$ cat src/rtl/shift_pkg.sv
// shift_pkg: state encoding and default sizing for the multi-cycle left shifter
package shift_pkg;
    typedef enum logic [1:0] {IDLE = 2'd0, SHIFT = 2'd1, DONE = 2'd2} state_t;
    localparam int WIDTH_D = 5;
    localparam int SHW_D = 2;
endpackage

$ cat src/rtl/shift_operator_l_seq.sv
// shift_operator_l_seq: one-bit-per-clock logical left shifter with start/ready/done handshake
module shift_operator_l_seq
    import shift_pkg::*;
#(
    parameter int WIDTH = WIDTH_D,
    parameter int SHW = SHW_D
) (
    input  logic             clk,
    input  logic             rst_n,
    input  logic             start,
    input  logic [WIDTH-1:0] A,
    input  logic [SHW-1:0]   bshift,
    output logic             ready,
    output logic             busy,
    output logic             done,
    output logic [WIDTH-1:0] y,
    output logic             carry_out
);
    state_t state, next;
    logic [SHW-1:0] cnt;
    always_ff @(posedge clk or negedge rst_n) begin
        if (!rst_n) begin
            state <= IDLE;
            y <= '0;
            carry_out <= 1'b0;
            cnt <= '0;
        end else begin
            state <= next;
            if (state == IDLE && start) begin
                y <= A;
                cnt <= bshift;
                carry_out <= 1'b0;
            end else if (state == SHIFT) begin
                carry_out <= y[WIDTH-1];
                y <= {y[WIDTH-2:0], 1'b0};
                cnt <= cnt - 1'b1;
            end
        end
    end
    always_comb begin
        next = state;
        next = (state == IDLE) ? (start ? ((bshift != '0) ? SHIFT : DONE) : IDLE) :
               (state == SHIFT) ? ((cnt == SHW'(1)) ? DONE : SHIFT) : IDLE;
    end
    assign ready = (state == IDLE);
    assign busy = (state == SHIFT);
    assign done = (state == DONE);
endmodule

$ cat config.mk
export PLATFORM = sky130hd
export DESIGN_NAME = shift_operator_l_seq
export DESIGN_NICKNAME = d
export VERILOG_FILES = /design/src/rtl/shift_pkg.sv /design/src/rtl/shift_operator_l_seq.sv
export SDC_FILE = /design/constraint.sdc
export NUM_CORES = 1
export LEC_CHECK = 0
export CAP_MARGIN = 40
export CORE_MARGIN = 10
export CORE_UTILIZATION = 27
export DETAILED_ROUTE_END_ITERATION = 10
export HOLD_SLACK_MARGIN = 0.1
export SYNTH_ARGS = -nofsm -noshare
export SYNTH_HDL_FRONTEND = slang
export SYNTH_SLANG_ARGS = --single-unit
$ cat constraint.sdc
create_clock -name clk -period 2.43 [get_ports clk]
set_input_delay 0.3645 -clock clk [delete_from_list [all_inputs] [get_ports clk]]
set_output_delay 0.3645 -clock clk [all_outputs]
set_load 0.02 [all_outputs]
Yosys cells after proc, flatten, opt, wreduce, memory -nomap -nowiden. Index checks and enable logic that the tools add are counted.

Logic and storage cells: 23. Bits of input ports: 10. Output and inout bits: 9. Register bits after elaboration: 10.

$add $sub $neg: 1. Multiplexer cells: 11. Eq/ne operators: 3. Reductions and logical operators: 4.

Operator list (number): $mux W2 (7); $mux W5 (2); $eq A2 B1 Y1 const B (2); $reduce_bool A2 Y1 (2); $eq A2 B2 Y1 const B (1); $logic_not A2 Y1 (1); $mux W1 (2); $sub A2 B1 Y2 const B (1); $logic_and A1 B1 Y1 (1).

Depth between registers and ports, before layout.
Word-level depth: 4. Gate-level depth with buffers: 5. Gate-level depth less buffers: 4.

Worst setup path after synthesis. Ideal clock, no wire load.

Kind: flip-flop to output port. From: reg state[0]. To: out ready. Stages on the path, launching flop included: 3. Path slack: 1259 ps. Path buffers: 1. Arrival: 806 ps. Path through: dfrtp_1 buf_4 nor2_1.

Longest elaborated chain between the ends: 1.

Ends and longest elaborated chain: start: declaration (line shift_operator_l_seq.sv:19) `state_t state, next;`; start signal: assignment (line shift_operator_l_seq.sv:28) `state <= next;`; $logic_not A2 Y1 (line shift_operator_l_seq.sv:45) `assign ready = (state == IDLE);`; end: declaration (line shift_operator_l_seq.sv:13) `output logic ready,`.

Every way passes these cells.

Worst setup path in the final report.
From: reg state[1]. To: out busy.

Longest elaborated chain between the ends: 1.

Ends and longest elaborated chain: $eq A2 B1 Y1 (line shift_operator_l_seq.sv:46) `assign busy = (state == SHIFT);`; end: declaration (line shift_operator_l_seq.sv:14) `output logic busy,`.

Every way passes these cells.

==> impl_metrics.env <==
export IMPL_wire_per_inst_um=12.3
export IMPL_antenna_left=0
export IMPL_ys_types=20
export IMPL_dr_total_vias=431
export IMPL_cts_htree_levels=1
export IMPL_ys_warn_count=0
export IMPL_synth_area_mux_share=0
export IMPL_synthCells=52
export IMPL_post_cts_resized=0
export IMPL_leakagePower_uw=0.000315
export IMPL_die_x_um=63.6
export IMPL_dr_first_iter_drc_count=6
export IMPL_skew_ns=0.00288
export IMPL_slew_violations=0
export IMPL_synth_edff_count=0
export IMPL_max_slew_margin=0.699
export IMPL_setup_viol_count_final=0
export IMPL_multiInputGateArea_um2=240
export IMPL_insertion_delay_ns=0.27
export IMPL_fin_util=0.425
export IMPL_tritoncts="done"
export IMPL_ys_top_cells_by_count="nor2_1 (15), dfrtp_1 (10), o32ai_1 (5)"
export IMPL_grt_pass1_vias=446
export IMPL_worstMarginPinSlew_ns=0.451
export IMPL_yosysTopAreaCellShare=0.487
export IMPL_rsz0062_at_grt="false"
export IMPL_synth_most_common_cell="nor2_1"
export IMPL_grt_max_degree=14
export IMPL_hp_class="in2async"
export IMPL_cp_arrival_ns=1.77
export IMPL_drc=0
export IMPL_worst_endpoint_required_ns=2.07
export IMPL_worst_setup_path_type="reg2out"
export IMPL_layout_drive_gt1_share=0.167
export IMPL_root_buffer="clkbuf_4"
export IMPL_cts_hold_buffers=0
export IMPL_cpMaxStageDelayCell="clkdlybuf4s50_1"
export IMPL_start_util=0.291
export IMPL_synthAdderAreaFrac=0.0243
export IMPL_synth_compound_area_frac=0.207
export IMPL_crit_family="buffers and inverters"
export IMPL_place_congestion=0.743
export IMPL_ir_drop_mv=0.498
export IMPL_cp_start_kind="register"
export IMPL_overflow=0
export IMPL_io_buffers=18
export IMPL_clkSinkCount=10
export IMPL_crit_fanout=13
export IMPL_cap_violations=0
export IMPL_clk_pin_slew_worst_paths_ns=0.07
export IMPL_yosys_most_used_dff="dfrtp_1"
export IMPL_synthesis_nets=63
export IMPL_n_fill_cell=184
export IMPL_antenna_cells=0
export IMPL_yosys_area_share_simple=0.236
export IMPL_ys_ff_latch=10
export IMPL_hpwl_um=930
export IMPL_syn2layout_area_growth_pct=45.7
export IMPL_synth_xor_area_share=0
export IMPL_vias_per_cell=4.44
export IMPL_synth_seq_area_share=0.487
export IMPL_die_area_um2=4050
export IMPL_async_flop_share=1.00
export IMPL_slowest_delay_ns=0.60
export IMPL_drt_total_wl_mm=1.20
export IMPL_synth_top_family_by_area="simple AND/OR/NAND/NOR gates"
export IMPL_max_freq_mhz=469
export IMPL_postCtsSetupRepairBufs=0
export IMPL_avgSynthCellArea_um2=9.89
export IMPL_grt_pass1_wl_mm=2.04
export IMPL_placed_area_um2=713
export IMPL_setup_tns_ns=0
export IMPL_final_cell_area_um2=749
export IMPL_synth_area_leaders="dfrtp_1 (49%), nor2_1 (11%), o32ai_1 (8.5%), and2b_2 (3.4%), o21ba_4 (3.2%)"
export IMPL_grtUsageTotal=0.0638
export IMPL_whs_ns=0.409
export IMPL_antenna_found_initial=0
export IMPL_outcome="completed"
export IMPL_crit_chain="nand2b_2 > inv_2 > clkdlybuf4s50_1"
export IMPL_worst_path_buf_inv=2
export IMPL_hold_viol_final=0
export IMPL_num_rows=15
export IMPL_cts_buffers=3
export IMPL_clock_path_buffers=2
export IMPL_critPathCaptureType="output pin"
export IMPL_die_h_um=63.6
export IMPL_dr_pass1_iters=4
export IMPL_synth_area_um2=514
export IMPL_period_share=0.877
export IMPL_core_area_um2=1760
export IMPL_power_density_nw_per_um2=1350
export IMPL_num_nets_final=84
export IMPL_ios=19
export IMPL_synth_area_leader_cell="dfrtp_1"
export IMPL_min_period_ns=2.13
export IMPL_seqCellArea_um2=250
==> cells by family after synthesis <==
family / Yosys count
DFF: 10
and+or+nand+nor: 24
buffers and inverters: 5
adders and majority gates: 1
AOI/OAI and AO/OA: 12
==> worst paths after layout <==
path                                      end  cells after the start          startpoint  slack (ns)
max                                      busy                      3  state[1]$_DFF_PN0_        0.30
min                        cnt[0]$_DFFE_PN0P_                      1               rst_n        0.41
max reg2reg                cnt[0]$_DFFE_PN0P_                      3  state[1]$_DFF_PN0_        1.23
min reg2reg                cnt[1]$_DFFE_PN0P_                      2  cnt[1]$_DFFE_PN0P_        0.50
max in group asynchronous    y[2]$_DFFE_PN0P_                      1               rst_n        1.71
min in group clk           cnt[1]$_DFFE_PN0P_                      2  cnt[1]$_DFFE_PN0P_        0.50
==> power breakdown <==
group          switching (µW)  total (µW)  leakage [µW]  internal [µW]
clock network            59.2         150     0.0000210           91.0
registers                88.0         336      0.000118            248
logic                     257         530      0.000177            273
==> registers in the layout, indices dropped and copies added (netlist names) <==
register,count
cnt,2
state,2
carry_out,1
y,5
==> cell usage in the layout, fill, tap and decap left out, types with 2 or more instances in the layout <==
master,n
nor2_1,15
dfrtp_1,10
o32ai_1,5
clkdlybuf4s50_1,18
and2b_2,2
inv_1,2
nand2_1,3
clkbuf_4,3
o21ai_0,2
==> stage by stage <==
stage	setup slack, ns	total power (µW)	instances
after floorplan	1.26	673	52
after global placement	0.590	877	93
after detailed placement	0.567	879	93
after CTS	0.268	1030	97
after global routing	0.204	1100	97
final	0.299	1020	97
==> worst reg2reg max path, stage by stage (launching register included) <==
cell and delay (ns):
dfrtp_1 0.55, nand2b_2 0.26, inv_2 0.07, a221oi_2 0.24
==> final cells by class <==
cell class	count	share of cell area
repair buffers	18	0.240
flip-flops and latches	10	0.334
inverters	3	0.0150
multi-input cells	37	0.321
clock buffers	4	0.0484
well taps	25	0.0417
==> per-layer routing <==
metal,vias up,routed length [µm],global-route usage
met3,2,105,0.0371
met2,13,465,0.0817
met4,0,7,0.0410
met5,-,0,0
li1,223,-,-
met1,193,618,0.0777
Power figures use the tool's default switching activity.
